==> src/rtl/div_pkg.sv <==
// Shared definitions for the sequential restoring divider: FSM encoding and default width.
package div_pkg;
  localparam int DIV_WIDTH_DEF = 8;
  localparam int STATE_W       = 2;

  typedef enum logic [STATE_W-1:0] {
    IDLE = 2'd0,
    CALC = 2'd1,
    DONE = 2'd2
  } div_state_e;
endpackage

==> src/rtl/div_sub_step.sv <==
// Combinational (WIDTH+1)-bit trial subtractor: a_i + ~b_i + 1 through a full-adder ripple.
module div_sub_step #(
  parameter int WIDTH = 8
) (
  input  logic [WIDTH:0] a_i,
  input  logic [WIDTH:0] b_i,
  output logic [WIDTH:0] diff_o,
  output logic           neg_o
);
  logic [WIDTH:0] nb;
  logic [WIDTH:0] cy;

  assign nb    = ~b_i;
  assign cy[0] = 1'b1;

  for (genvar i = 0; i <= WIDTH; i++) begin : g_fa
    assign diff_o[i] = a_i[i] ^ nb[i] ^ cy[i];
    // The carry out of the top cell has no consumer; the sign lives in diff_o[WIDTH].
    if (i < WIDTH) begin : g_cy
      assign cy[i+1] = (a_i[i] & nb[i]) | (a_i[i] & cy[i]) | (nb[i] & cy[i]);
    end
  end

  assign neg_o = diff_o[WIDTH];
endmodule

==> src/rtl/seq_divider.sv <==
// Radix-2 restoring unsigned divider, one quotient bit per clock, start/busy/done handshake.
module seq_divider
  import div_pkg::*;
#(
  parameter int WIDTH = DIV_WIDTH_DEF
) (
  input  logic             clk,
  input  logic             rst_n,
  input  logic             start,
  input  logic [WIDTH-1:0] dividend,
  input  logic [WIDTH-1:0] divisor,
  output logic             busy,
  output logic             done,
  output logic [WIDTH-1:0] quotient,
  output logic [WIDTH-1:0] remainder,
  output logic             div_by_zero
);
  localparam int CW = $clog2(WIDTH);

  div_state_e       state_q;
  logic [WIDTH-1:0] a_q, q_q, d_q;
  logic [CW-1:0]    cnt_q;
  logic             busy_q, done_q, dbz_q;
  logic [WIDTH-1:0] quot_q, rem_q;

  // The stored remainder is always < divisor, so its WIDTH+1-th bit is implicitly zero;
  // the shift supplies the extra bit that keeps the trial sign unambiguous.
  logic [WIDTH:0]   a_sh, diff;
  logic             neg;
  logic [WIDTH-1:0] a_d, q_d;

  assign a_sh = {a_q, q_q[WIDTH-1]};

  div_sub_step #(.WIDTH(WIDTH)) u_sub (
    .a_i   (a_sh),
    .b_i   ({1'b0, d_q}),
    .diff_o(diff),
    .neg_o (neg)
  );

  assign a_d = neg ? a_sh[WIDTH-1:0] : diff[WIDTH-1:0];
  assign q_d = {q_q[WIDTH-2:0], ~neg};

  always_ff @(posedge clk or negedge rst_n) begin
    if (!rst_n) begin
      state_q <= IDLE;
      a_q     <= '0;
      q_q     <= '0;
      d_q     <= '0;
      cnt_q   <= '0;
      busy_q  <= 1'b0;
      done_q  <= 1'b0;
      dbz_q   <= 1'b0;
      quot_q  <= '0;
      rem_q   <= '0;
    end else begin
      case (state_q)
        // DONE accepts a new start exactly like IDLE so issue can run back-to-back.
        IDLE, DONE: begin
          state_q <= IDLE;
          busy_q  <= 1'b0;
          done_q  <= 1'b0;
          if (start) begin
            if (divisor == '0) begin
              state_q <= DONE;
              done_q  <= 1'b1;
              quot_q  <= '1;
              rem_q   <= dividend;
              dbz_q   <= 1'b1;
            end else begin
              state_q <= CALC;
              busy_q  <= 1'b1;
              a_q     <= '0;
              q_q     <= dividend;
              d_q     <= divisor;
              cnt_q   <= CW'(WIDTH - 1);
            end
          end
        end
        CALC: begin
          a_q   <= a_d;
          q_q   <= q_d;
          cnt_q <= cnt_q - 1'b1;
          if (cnt_q == '0) begin
            state_q <= DONE;
            busy_q  <= 1'b0;
            done_q  <= 1'b1;
            quot_q  <= q_d;
            rem_q   <= a_d;
            dbz_q   <= 1'b0;
          end
        end
        default: begin
          state_q <= IDLE;
          busy_q  <= 1'b0;
          done_q  <= 1'b0;
        end
      endcase
    end
  end

  assign busy        = busy_q;
  assign done        = done_q;
  assign quotient    = quot_q;
  assign remainder   = rem_q;
  assign div_by_zero = dbz_q;
endmodule
==> config.mk <==
export PLATFORM = sky130hd
export DESIGN_NAME = seq_divider
export DESIGN_NICKNAME = d
export VERILOG_FILES = /design/src/rtl/div_pkg.sv /design/src/rtl/div_sub_step.sv /design/src/rtl/seq_divider.sv
export SDC_FILE = /design/constraint.sdc
export NUM_CORES = 1
export LEC_CHECK = 0
export CORE_MARGIN = 2
export CORE_UTILIZATION = 67
export DETAILED_ROUTE_END_ITERATION = 10
export DONT_BUFFER_PORTS = 1
export MAX_ROUTING_LAYER = met4
export PLACE_DENSITY = 0.91
export SLEW_MARGIN = 10
export SYNTH_ARGS = -nofsm -noshare
export SYNTH_HDL_FRONTEND = slang
export SYNTH_SLANG_ARGS = --single-unit
==> constraint.sdc <==
create_clock -name clk -period 7.8 [get_ports clk]
set_clock_uncertainty 0.15 [all_clocks]
set_input_delay 1.56 -clock clk [delete_from_list [all_inputs] [get_ports clk]]
set_output_delay 1.56 -clock clk [all_outputs]
set_load 0.1 [all_outputs]
# ---- After elaboration in Yosys (flattened, before gate mapping)
# Index checks and enable logic that the tools add are counted.
dict set report totals {
  ff_bits 48
  in_bits 19
  output_inout_bits 19
  wordCells 117
}
dict set report op_classes {
  addsub 1
  n_eq_ne 6
  muxes 33
  bitwise 59
  reduce_logical 8
}
# op count
set op_table {}
lappend op_table {{8-bit 2-to-1 mux} 11}
lappend op_table {{8-bit case mux with 2 select lines} 4}
lappend op_table {{1-bit bitwise AND} 22}
lappend op_table {{1-bit bitwise XOR} 17}
lappend op_table {{1-bit OR} 16}
lappend op_table {{8-bit NOT with 9-bit output} 1}
lappend op_table {{8-bit logical NOT} 1}
lappend op_table {{1-bit 2-to-1 mux} 8}
lappend op_table {{2-bit inequality test (second input constant)} 4}
lappend op_table {{2-bit 2-to-1 mux} 3}
lappend op_table {{3-bit 2-to-1 mux} 2}
lappend op_table {{1-bit case mux with 2 select lines} 3}
lappend op_table {{3-bit case mux with 2 select lines} 1}
lappend op_table {{3-bit AND reduction} 2}
lappend op_table {{2-bit case mux with 2 select lines} 1}
lappend op_table {{4-bit AND reduction} 1}
lappend op_table {{3-bit logical NOT} 1}
lappend op_table {{1-bit NOT} 3}
lappend op_table {{3-bit by 1-bit subtractor with 3-bit output (second input constant)} 1}
lappend op_table {{2-bit by 1-bit equality test with 1-bit output (second input constant)} 1}
lappend op_table {{2-bit equality test (second input constant)} 1}
lappend op_table {{2-bit logical NOT} 1}
lappend op_table {{2-bit nonzero test} 1}
lappend op_table {{2-bit OR reduction} 1}

# ---- Longest topological paths before layout
dict set report logic_depth {
  word_depth 29
  ltp_mapped 14
  ltp_nobuf 13
}

# ---- Modules after synthesis
# From an unflattened synthesis, not the netlist that was laid out.
dict set report hier_totals {
  cells_unflattened 217
  hier_area_um2 2331.0
}
# module n_inst cells_each area_each_um2 seq_area_each_um2
set by_module_without_submodules {}
lappend by_module_without_submodules {seq_divider 1 191 2087.0 1176.1}
lappend by_module_without_submodules {div_sub_step 1 26 244.0 0.0}

# ---- Worst setup path after synthesis
# OpenSTA, ideal clock, no wires.
dict set report synth_timing {
  path_type {reg-to-reg}
  from {reg q_q[7]}
  to {reg rem_q[0], in the netlist remainder[0]}
  setup_time_ns 0.066
  t_arrival_ns 4.460
  required_ns 7.584
  slack_ns 3.125
  stages_incl_launch_ff 15
  n_path_buf 1
  period_less_slack_ns 4.675
  path_cell_list {dfrtp_1 > inv_1 > ha_1 > fa_1 > fa_1 > fa_1 > fa_1 > fa_1 > fa_1 > fa_1 > xor2_1 > buf_2 > mux2_2 > a211oi_1 > a21o_2}
}
dict set report synth_via {
  elab_chain_len 28
  elab_cells_between_ends 37
  classes_between {mux: 3; bitwise: 34}
}
# element line
set synth_rtl {}
lappend synth_rtl {{start: declaration} seq_divider.sv:21} ;# logic [WIDTH-1:0] a_q, q_q, d_q;
lappend synth_rtl {{start signal: assignment} seq_divider.sv:74} ;# q_q <= dividend;
lappend synth_rtl {{start signal: assignment} seq_divider.sv:82} ;# q_q <= q_d;
lappend synth_rtl {{1-bit bitwise AND} div_sub_step.sv:20} ;# assign cy[i+1] = (a_i[i] & nb[i]) | (a_i[i] & cy[i]) | (nb[i] & cy[i]);
lappend synth_rtl {{1-bit OR (2 in series)} div_sub_step.sv:20}
lappend synth_rtl {{1-bit bitwise AND} div_sub_step.sv:20}
lappend synth_rtl {{1-bit OR (2 in series)} div_sub_step.sv:20}
lappend synth_rtl {{1-bit bitwise AND} div_sub_step.sv:20}
lappend synth_rtl {{1-bit OR (2 in series)} div_sub_step.sv:20}
lappend synth_rtl {{1-bit bitwise AND} div_sub_step.sv:20}
lappend synth_rtl {{1-bit OR (2 in series)} div_sub_step.sv:20}
lappend synth_rtl {{[... 6 more ...]} -}
lappend synth_rtl {{1-bit bitwise AND} div_sub_step.sv:20}
lappend synth_rtl {{1-bit OR (2 in series)} div_sub_step.sv:20}
lappend synth_rtl {{1-bit bitwise AND} div_sub_step.sv:20}
lappend synth_rtl {{1-bit OR (2 in series)} div_sub_step.sv:20}
lappend synth_rtl {{1-bit bitwise XOR} div_sub_step.sv:17} ;# assign diff_o[i] = a_i[i] ^ nb[i] ^ cy[i];
lappend synth_rtl {{8-bit 2-to-1 mux *} seq_divider.sv:41} ;# assign a_d = neg ? a_sh[WIDTH-1:0] : diff[WIDTH-1:0];
lappend synth_rtl {{8-bit 2-to-1 mux *} seq_divider.sv:84} ;# if (cnt_q == '0) begin
lappend synth_rtl {{8-bit case mux with 2 select lines *} seq_divider.sv:57} ;# case (state_q)
lappend synth_rtl {{end signal: assignment} seq_divider.sv:68} ;# rem_q <= dividend;
lappend synth_rtl {{end: declaration} seq_divider.sv:24} ;# logic [WIDTH-1:0] quot_q, rem_q;
# Every way passes the cells marked *; elsewhere a longest branch is shown, timed or not. The select of a mux whose other input is x is not followed.
# A chain may end at the register's enable or synchronous reset.

# ---- Worst setup path after layout
# Same ends and word-level chain as after synthesis.

==> impl_metrics.tcl <==
set metrics [dict create \
    nNetsFinal 244 \
    period_minus_slack_ns 4.92 \
    worstPathArrival_ns 5.10 \
    drive_gt1_share_pct 13.5 \
    final_common_cell "dfrtp_1" \
    max_slew_margin_pct 27.2 \
    clk_latency_ns 0.37 \
    clk_pin_slew_worst_paths_ns 0.14 \
    track_usage_pct 28.0 \
    finalHoldViolations 0 \
    yosys-top-cells-area "dfrtp_1, fa_1, nand2_1, mux2_2, a21oi_1" \
    cts_tree "done" \
    grt_pass1_vias 1603 \
    ios 38 \
    cts_max_path_buffers 2 \
    wl_per_cell_um 18.4 \
    startpoint_type "flip-flop" \
    first_pass_iters 4 \
    cts_max_level 2 \
    die-area_um2 3870 \
    numPortBuffers 0 \
    crit_required_ns 7.98 \
    seq_area_um2 1180 \
    syn_to_final_growth_pct 3.91 \
    cts_buffers 5 \
    placed_cell_area_um2 2280 \
    clock_sinks 47 \
    syn_avg_cell_area_um2 10.4 \
    yosys.area.top_type "dfrtp_1" \
    cts_hold_buf 0 \
    worstSetupStartpoint "q_q[7]" \
    yosys-mux-area-fraction_pct 3.47 \
    grt_pass1_wl_mm 8.07 \
    worst_pin_slew_ns 1.09 \
    design_area_um2 2360 \
    fillers 246 \
    cp-end-kind "flip-flop" \
    cts_setup_buffers 0 \
    num_antenna_cells 0 \
    grt_max_degree 48 \
    synth_fa_ha_area_share_pct 7.82 \
    synth-xor-area-share_pct 0.386 \
    crit_fanout 11 \
    yosys_warnings 0 \
    post_cts_resized 0 \
    synth-simple-area-share_pct 13.3 \
    cts_root_buffer "clkbuf_4" \
    min_path_type "reg -> reg" \
    tns_ns 0 \
    dp_hpwl_mm 3.42 \
    fp.dieW_um 62.2 \
    path_class "reg -> reg" \
    final_cell_mix "dfrtp_1, nand2_1, nor2_1, a21oi_1, o21ai_0" \
    synth_compound_area_share_pct 18.0 \
    synthesis.area_um2 2270 \
    netlist_instances 218 \
    min_from "cnt_q[0]" \
    drtIter0Drc 126 \
    layout_worst_path_cycle_share_pct 63.1 \
    syn-num-nets 247 \
    ys_types 36 \
    core_area_um2 3280 \
    finalSetupViolations 0 \
    initial_utilization_pct 69.1 \
    max_clock_freq_ghz 0.203 \
    drc 0 \
    ys_seq_area_share_pct 51.8 \
    rsz0062_at_grt "false" \
    status "complete, no violations" \
    antenna_found_initial 0 \
    rr_startpoint "q_q[7]" \
    ys_seq_elements 47 \
    final_max_slew_viol_count 0 \
    routabilityCongestion 0.915 \
    synth_top_family_by_area "compound AO/OA/AOI/OAI gates" \
    wirelength_mm 4.79 \
    num_rows 21 \
    synth_top_area_share_pct 51.8 \
    routed_via_density 6.10 \
    multi_input_area_um2 978 \
    maxCapViolCount 0 \
    grt-ovfl-total 0 \
    die_h_um 62.2 \
    drtAntennaViolNets 0 \
    num_vias 1591 \
]
flip-flops by register name, indices dropped and copies added (netlist names):
register / flops
remainder: 8
q_q: 8
state_q: 2
busy: 1
cnt_q: 3
quotient: 8
d_q: 8
a_q: 8
div_by_zero: 1
layer usage:
layer  track usage, %  up-vias  wire length [um]  share of wire, %
li1                 -      744                 -                 -
met1             39.0      780              2100                44
met2             40.2       57              2240                47
met3             7.61       10               349               7.3
met4             10.0        0               104               2.2
met5                -        -                 0                 0
worst paths after layout:
path / depth (start not counted) / endpoint / slack [ns]
max: 14 / remainder[0] / 2.88
min: 1 / cnt_q[0] / 0.35
max reg2reg: 14 / remainder[0] / 2.88
min reg2reg: 1 / cnt_q[0] / 0.35
max in group asynchronous: 0 / quotient[7] / 6.71
min in group asynchronous: 0 / remainder[0] / 0.71
cell families after synthesis:
logic type,count (synthesis)
flip-flops,47
adder cells (fa/ha/maj),10
multiplexers,7
AND/OR/NAND/NOR,69
XOR/XNOR,1
buffers and inverters,26
AO/OA/AOI/OAI,58
synth_stat cells (all sizes together):
cell type,n
dfrtp,47
nand2,33
a21oi,15
nor2,15
o21ai,14
inv,12
nand3,10
a211oi,7
a21o,7
buf,7
fa,7
mux2,7
clkbuf,6
o22a,6
ha,3
nor3,3
o311ai,3
a31oi,2
nand2b,2
nor4,2
or4,2
a221oi,1
a31o,1
clkinv,1
nand3b,1
nor2b,1
o311a,1
o31a,1
xor2,1
stage by stage:
step	std cells	hold slack, ns	util [%]	setup WS, ns
final	261	0.355	71.8	2.88
after global routing	261	0.363	71.8	2.67
after CTS	261	0.350	71.8	2.89
after detailed placement	254	0.332	69.6	2.88
after global placement	254	0.310	69.6	3.12
after floorplan	218	0.295	-	3.12
critical path: stages, from the launching register on:
cell and delay (ns):
dfrtp_1 0.37, inv_1 0.06, ha_1 0.20, fa_1 0.39
fa_1 0.40, fa_1 0.39, fa_1 0.39, fa_1 0.39
fa_1 0.39, fa_1 0.39, xor2_1 0.33, buf_4 0.25
mux2_2 0.36, a211oi_1 0.26, a21o_2 0.13
final cells by class:
type	count	share of cell area [%]
sequential	47	49.8
multi-input combinational	145	41.5
tap	46	2.44
inverter	13	2.12
clock buffer	5	1.59
clock inverter	2	1.59
timing repair buffer	3	0.954
Power is not shown: default switching activity piles up to over one toggle a cycle in this logic, so the estimate is an artifact.
